### src/rtl/otter_input_conditioner.sv
// rtl/otter_input_conditioner.sv - per-channel synchroniser, debouncer and edge/toggle detector
module otter_input_conditioner #(
  parameter int                NUM_CH      = 5,
  parameter int                SYNC_STAGES = 2,
  parameter int                DB_CYCLES   = 500000,
  parameter logic [NUM_CH-1:0] TOGGLE_MASK = {NUM_CH{1'b0}}
) (
  input  logic              clk,
  input  logic              rst,
  input  logic [NUM_CH-1:0] raw_in,
  output logic [NUM_CH-1:0] level_out,
  output logic [NUM_CH-1:0] rise_out,
  output logic [NUM_CH-1:0] fall_out,
  output logic [NUM_CH-1:0] toggle_out,
  output logic              any_rise
);

  localparam int             CW       = $clog2(DB_CYCLES + 1);
  localparam logic [CW-1:0]  CNT_LAST = CW'(DB_CYCLES - 1);

  logic [SYNC_STAGES-1:0] sync_q [NUM_CH];
  logic [SYNC_STAGES-1:0] sync_d [NUM_CH];
  logic [CW-1:0]          cnt_q  [NUM_CH];
  logic [CW-1:0]          cnt_d  [NUM_CH];
  logic [NUM_CH-1:0]      stable_q, stable_d;
  logic [NUM_CH-1:0]      level_q, level_d;
  logic [NUM_CH-1:0]      rise_q, rise_d;
  logic [NUM_CH-1:0]      fall_q, fall_d;
  logic [NUM_CH-1:0]      toggle_q, toggle_d;
  logic                   any_rise_q, any_rise_d;

  always_comb begin
    stable_d = stable_q;
    for (int i = 0; i < NUM_CH; i++) begin
      sync_d[i] = {sync_q[i][SYNC_STAGES-2:0], raw_in[i]};
      cnt_d[i]  = cnt_q[i];
      if (sync_q[i][SYNC_STAGES-1] == stable_q[i]) begin
        cnt_d[i] = '0;
      end else if (cnt_q[i] == CNT_LAST) begin
        stable_d[i] = sync_q[i][SYNC_STAGES-1];
        cnt_d[i]    = '0;
      end else begin
        cnt_d[i] = cnt_q[i] + CW'(1);
      end
    end
    // Output stage registers the accepted level so level and its edge pulse appear together.
    level_d    = stable_q;
    rise_d     = stable_q & ~level_q;
    fall_d     = ~stable_q & level_q;
    toggle_d   = toggle_q ^ (rise_d & TOGGLE_MASK);
    any_rise_d = |rise_d;
  end

  always_ff @(posedge clk) begin
    if (rst) begin
      for (int i = 0; i < NUM_CH; i++) begin
        sync_q[i] <= '0;
        cnt_q[i]  <= '0;
      end
      stable_q   <= '0;
      level_q    <= '0;
      rise_q     <= '0;
      fall_q     <= '0;
      toggle_q   <= '0;
      any_rise_q <= 1'b0;
    end else begin
      for (int i = 0; i < NUM_CH; i++) begin
        sync_q[i] <= sync_d[i];
        cnt_q[i]  <= cnt_d[i];
      end
      stable_q   <= stable_d;
      level_q    <= level_d;
      rise_q     <= rise_d;
      fall_q     <= fall_d;
      toggle_q   <= toggle_d;
      any_rise_q <= any_rise_d;
    end
  end

  assign level_out  = level_q;
  assign rise_out   = rise_q;
  assign fall_out   = fall_q;
  assign toggle_out = toggle_q;
  assign any_rise   = any_rise_q;

endmodule

### config.mk
export PLATFORM = sky130hd
export DESIGN_NAME = otter_input_conditioner
export DESIGN_NICKNAME = d
export VERILOG_FILES = /design/src/rtl/otter_input_conditioner.sv
export SDC_FILE = /design/constraint.sdc
export NUM_CORES = 1
export LEC_CHECK = 0
export ABC_CLOCK_PERIOD_IN_PS = 4100
export CAP_MARGIN = 0
export CORE_UTILIZATION = 64
export DETAILED_ROUTE_END_ITERATION = 16
export PLACE_DENSITY_LB_ADDON = 0.05
export SYNTH_ARGS = -nofsm -noshare
export SYNTH_HDL_FRONTEND = slang
export SYNTH_SLANG_ARGS = --single-unit
### constraint.sdc
create_clock -name clk -period 4.1 [get_ports clk]
set_input_delay 0.82 -clock clk [delete_from_list [all_inputs] [get_ports clk]]
set_output_delay 0.82 -clock clk [all_outputs]
set_load 0.02 [all_outputs]
==> metrics.csv <==
metric,value,unit
dieArea,8650,sq um
drtAntennaViolNets,0,
clock_latency,0.51,ns
skew,0.00633,ns
cts-root-buf,clkbuf_8,
fp.dieH,93.0,microns
fin_nets,631,
critPathCaptureType,flip-flop,
status,completed,
post-cts-setup-buffers,0,
muxShareOfSynthArea,0.00378,
grt_overflow,0,
cpMaxStageDelayCell,o21bai_1,
hold_violations,0,
cp_max_fo,17,
diodes,0,
dp_hpwl,6880,microns
synth_ff_type,dfxtp_1,
path_class,reg -> reg,
cts.reportedPaths.clkPinSlew,0.05,ns
synth_xor_area_frac,0.106,
synth_cell_types,43,
ys_seq_area_frac,0.476,
synth-edff-count,0,
grt_max_degree,24,
cp.arrival,2.77,ns
r2r_start,cnt_q[0][38],
hold_class,reg -> reg,
fill_cells,542,
utilization,0.777,
clock-sinks,126,
avgRoutedWirePerCell,14.4,microns
rsz0062_at_grt,no,
setup_viol,0,
fin_crit,2.43,ns
cts_resized,0,
drt_iter0_drc,155,
synth_area_per_cell,8.93,sq um
endpoint,cnt_q[0][41],
cts_tree,yes,
syn_area,5300,sq um
worst-path-buf-inv,0,
viasPerCell,5.89,
io_pins,28,
port_buffers,22,
start_kind,flip-flop,
area_growth,15.6,%
numCtsBuffers,17,
drtPass1Iterations,5,
synth_fa_ha_area_frac,0.0118,
finalSetupTns,0,ns
r2r_setup_slack,1.67,ns
drv_slew,0,
ir_drop,0.345,mV
fmax,411,MHz
ys_warn_count,0,
start_util,0.672,
die_x,93.0,microns
startpoint,cnt_q[0][38],
critical_path.top_delay_family,compound AO/OA/AOI/OAI gates,
synth_cells,594,
synthSimpleGateAreaFrac,0.294,
drc_errors,0,
grt_pass1_wl,17900,microns
wl,10500,microns
required,4.44,ns
num_vias,4304,
cap_violations,0,
drive_above_1_share,0.0620,
antenna_found_initial,0,
r2r_end,cnt_q[0][41],
fp-row-count,32,
synth-async-reset-ratio,0,
worst-path-stages,5,
synth_top_family_by_area,simple AND/OR/NAND/NOR gates,
slowest_delay,1.01,ns
gr-usage-all-layers,0.262,
postCtsHoldBufs,0,
core,7890,sq um
gp_congestion,0.862,
htree_levels,4,
finalCritPeriodShare,0.593,
grt_pass1_vias,4101,
max_slew_margin,0.195,
rr_worst_depth,5,
clockBufferDepth,2,
leakage,1.94,nW
worst_pin_slew,1.21,ns
powerDensity,437,nW/um^2
synth-compound-area-share,0.0753,
ys_ff_latch,126,
path_cells,ha_1 > and4_1 > nand4_1 > o21bai_1 > nor2_1,
## flip-flops by register name, summed over array words and instances (netlist names)
register / cells
level_d: 5
fall_out: 5
level_out: 5
any_rise: 1
sync_q: 10
rise_out: 5
cnt_q: 95
## routing by layer
| metal | GRT usage | vias up | share of wire |
|---|---|---|---|
| met5 | 0 | - | 0 |
| met4 | 0.0923 | 0 | 0.012 |
| met3 | 0.0805 | 11 | 0.039 |
| met2 | 0.451 | 85 | 0.50 |
| met1 | 0.307 | 2073 | 0.45 |
| li1 | - | 2135 | - |
## logic make-up (layout without fill, tap and decap cells)
kind of cell	Yosys count	after routing
XOR/XNOR	64	64
buffers and inverters	39	70
AND/OR/NAND/NOR	292	292
other	1	5
multiplexers	2	2
AO/OA/AOI/OAI	65	65
adder cells (fa/ha/maj)	5	5
flip-flops	126	126
## cells in the mapped netlist, drive strengths merged (3+ instances only)
cell,instances,area [sq um]
and3,4,25.0
or3,24,150
clkbuf,9,35.0
or4,11,82.6
nand2,42,158
nor4b,4,35.0
dfxtp,126,2520
nor2,74,278
and4,10,87.6
a21oi,28,140
inv,17,63.8
o21ai,19,95.1
or2,4,25.0
nor2b,15,93.8
buf,13,76.3
nor3,13,65.1
o31ai,10,75.1
nand4,26,169
nor4,16,100
nand3,32,165
nor3b,3,22.5
xor2,35,307
xnor2,29,254
and2,8,50.1
ha,5,62.6
## where the power goes
group / internal (mW) / leakage (nW) / switching [mW]
Clock: 0.914 / 0.278 / 0.495
Combinational: 0.0118 / 0.649 / 0.0209
Sequential: 1.23 / 1.02 / 0.00332
## stage by stage
| step | power [mW] | instance area [sq um] | worst slack (ns) | std cells | hold slack [ns] |
|---|---|---|---|---|---|
| finish | 2.68 | 6130 | 1.67 | 731 | 0.437 |
| global route | 2.75 | 6130 | 1.40 | 731 | 0.462 |
| CTS | 2.69 | 6130 | 1.68 | 731 | 0.436 |
| detailed placement | 1.29 | 5570 | 1.38 | 702 | 0.425 |
| global placement | 1.29 | 5570 | 1.44 | 702 | 0.417 |
| floorplan | 1.29 | 5320 | 2.22 | 598 | 0.414 |
## worst min-delay path by stage
stage                       from      endpoint  slack (ns)  depth (start not counted)
floorplan           sync_q[0][0]  sync_q[0][1]        0.41                          1
global placement    sync_q[0][4]  sync_q[0][5]        0.42                          1
detailed placement  sync_q[0][6]  sync_q[0][7]        0.43                          1
CTS                 sync_q[0][2]  sync_q[0][3]        0.44                          1
global route        sync_q[0][8]  sync_q[0][9]        0.46                          1
finish              sync_q[0][2]  sync_q[0][3]        0.44                          1
## cell type report
cell class	instances	area, sq um	area share
timing repair buffer	24	235	0.0384
multi-input combinational	433	2620	0.427
tap	102	128	0.0208
sequential	126	2520	0.412
inverter	17	63.8	0.0104
clock buffer	22	473	0.0772
clock inverter	7	87.6	0.0143
## cells in the final DEF, fill, tap and decap left out, drive strengths merged, types with 3 or more instances in the layout
master / count
dfxtp: 126
nor2: 74
nand2: 42
xor2: 35
nand3: 32
xnor2: 29
a21oi: 28
nand4: 26
or3: 24
clkdlybuf4s50: 22
clkbuf: 22
o21ai: 19
inv: 17
nor4: 16
nor2b: 15
nor3: 13
or4: 11
and4: 10
o31ai: 10
and2: 8
ha: 5
conb: 5
nor4b: 4
and3: 4
clkinv: 4
or2: 4
nor3b: 3
Power figures use the tool's default switching activity.
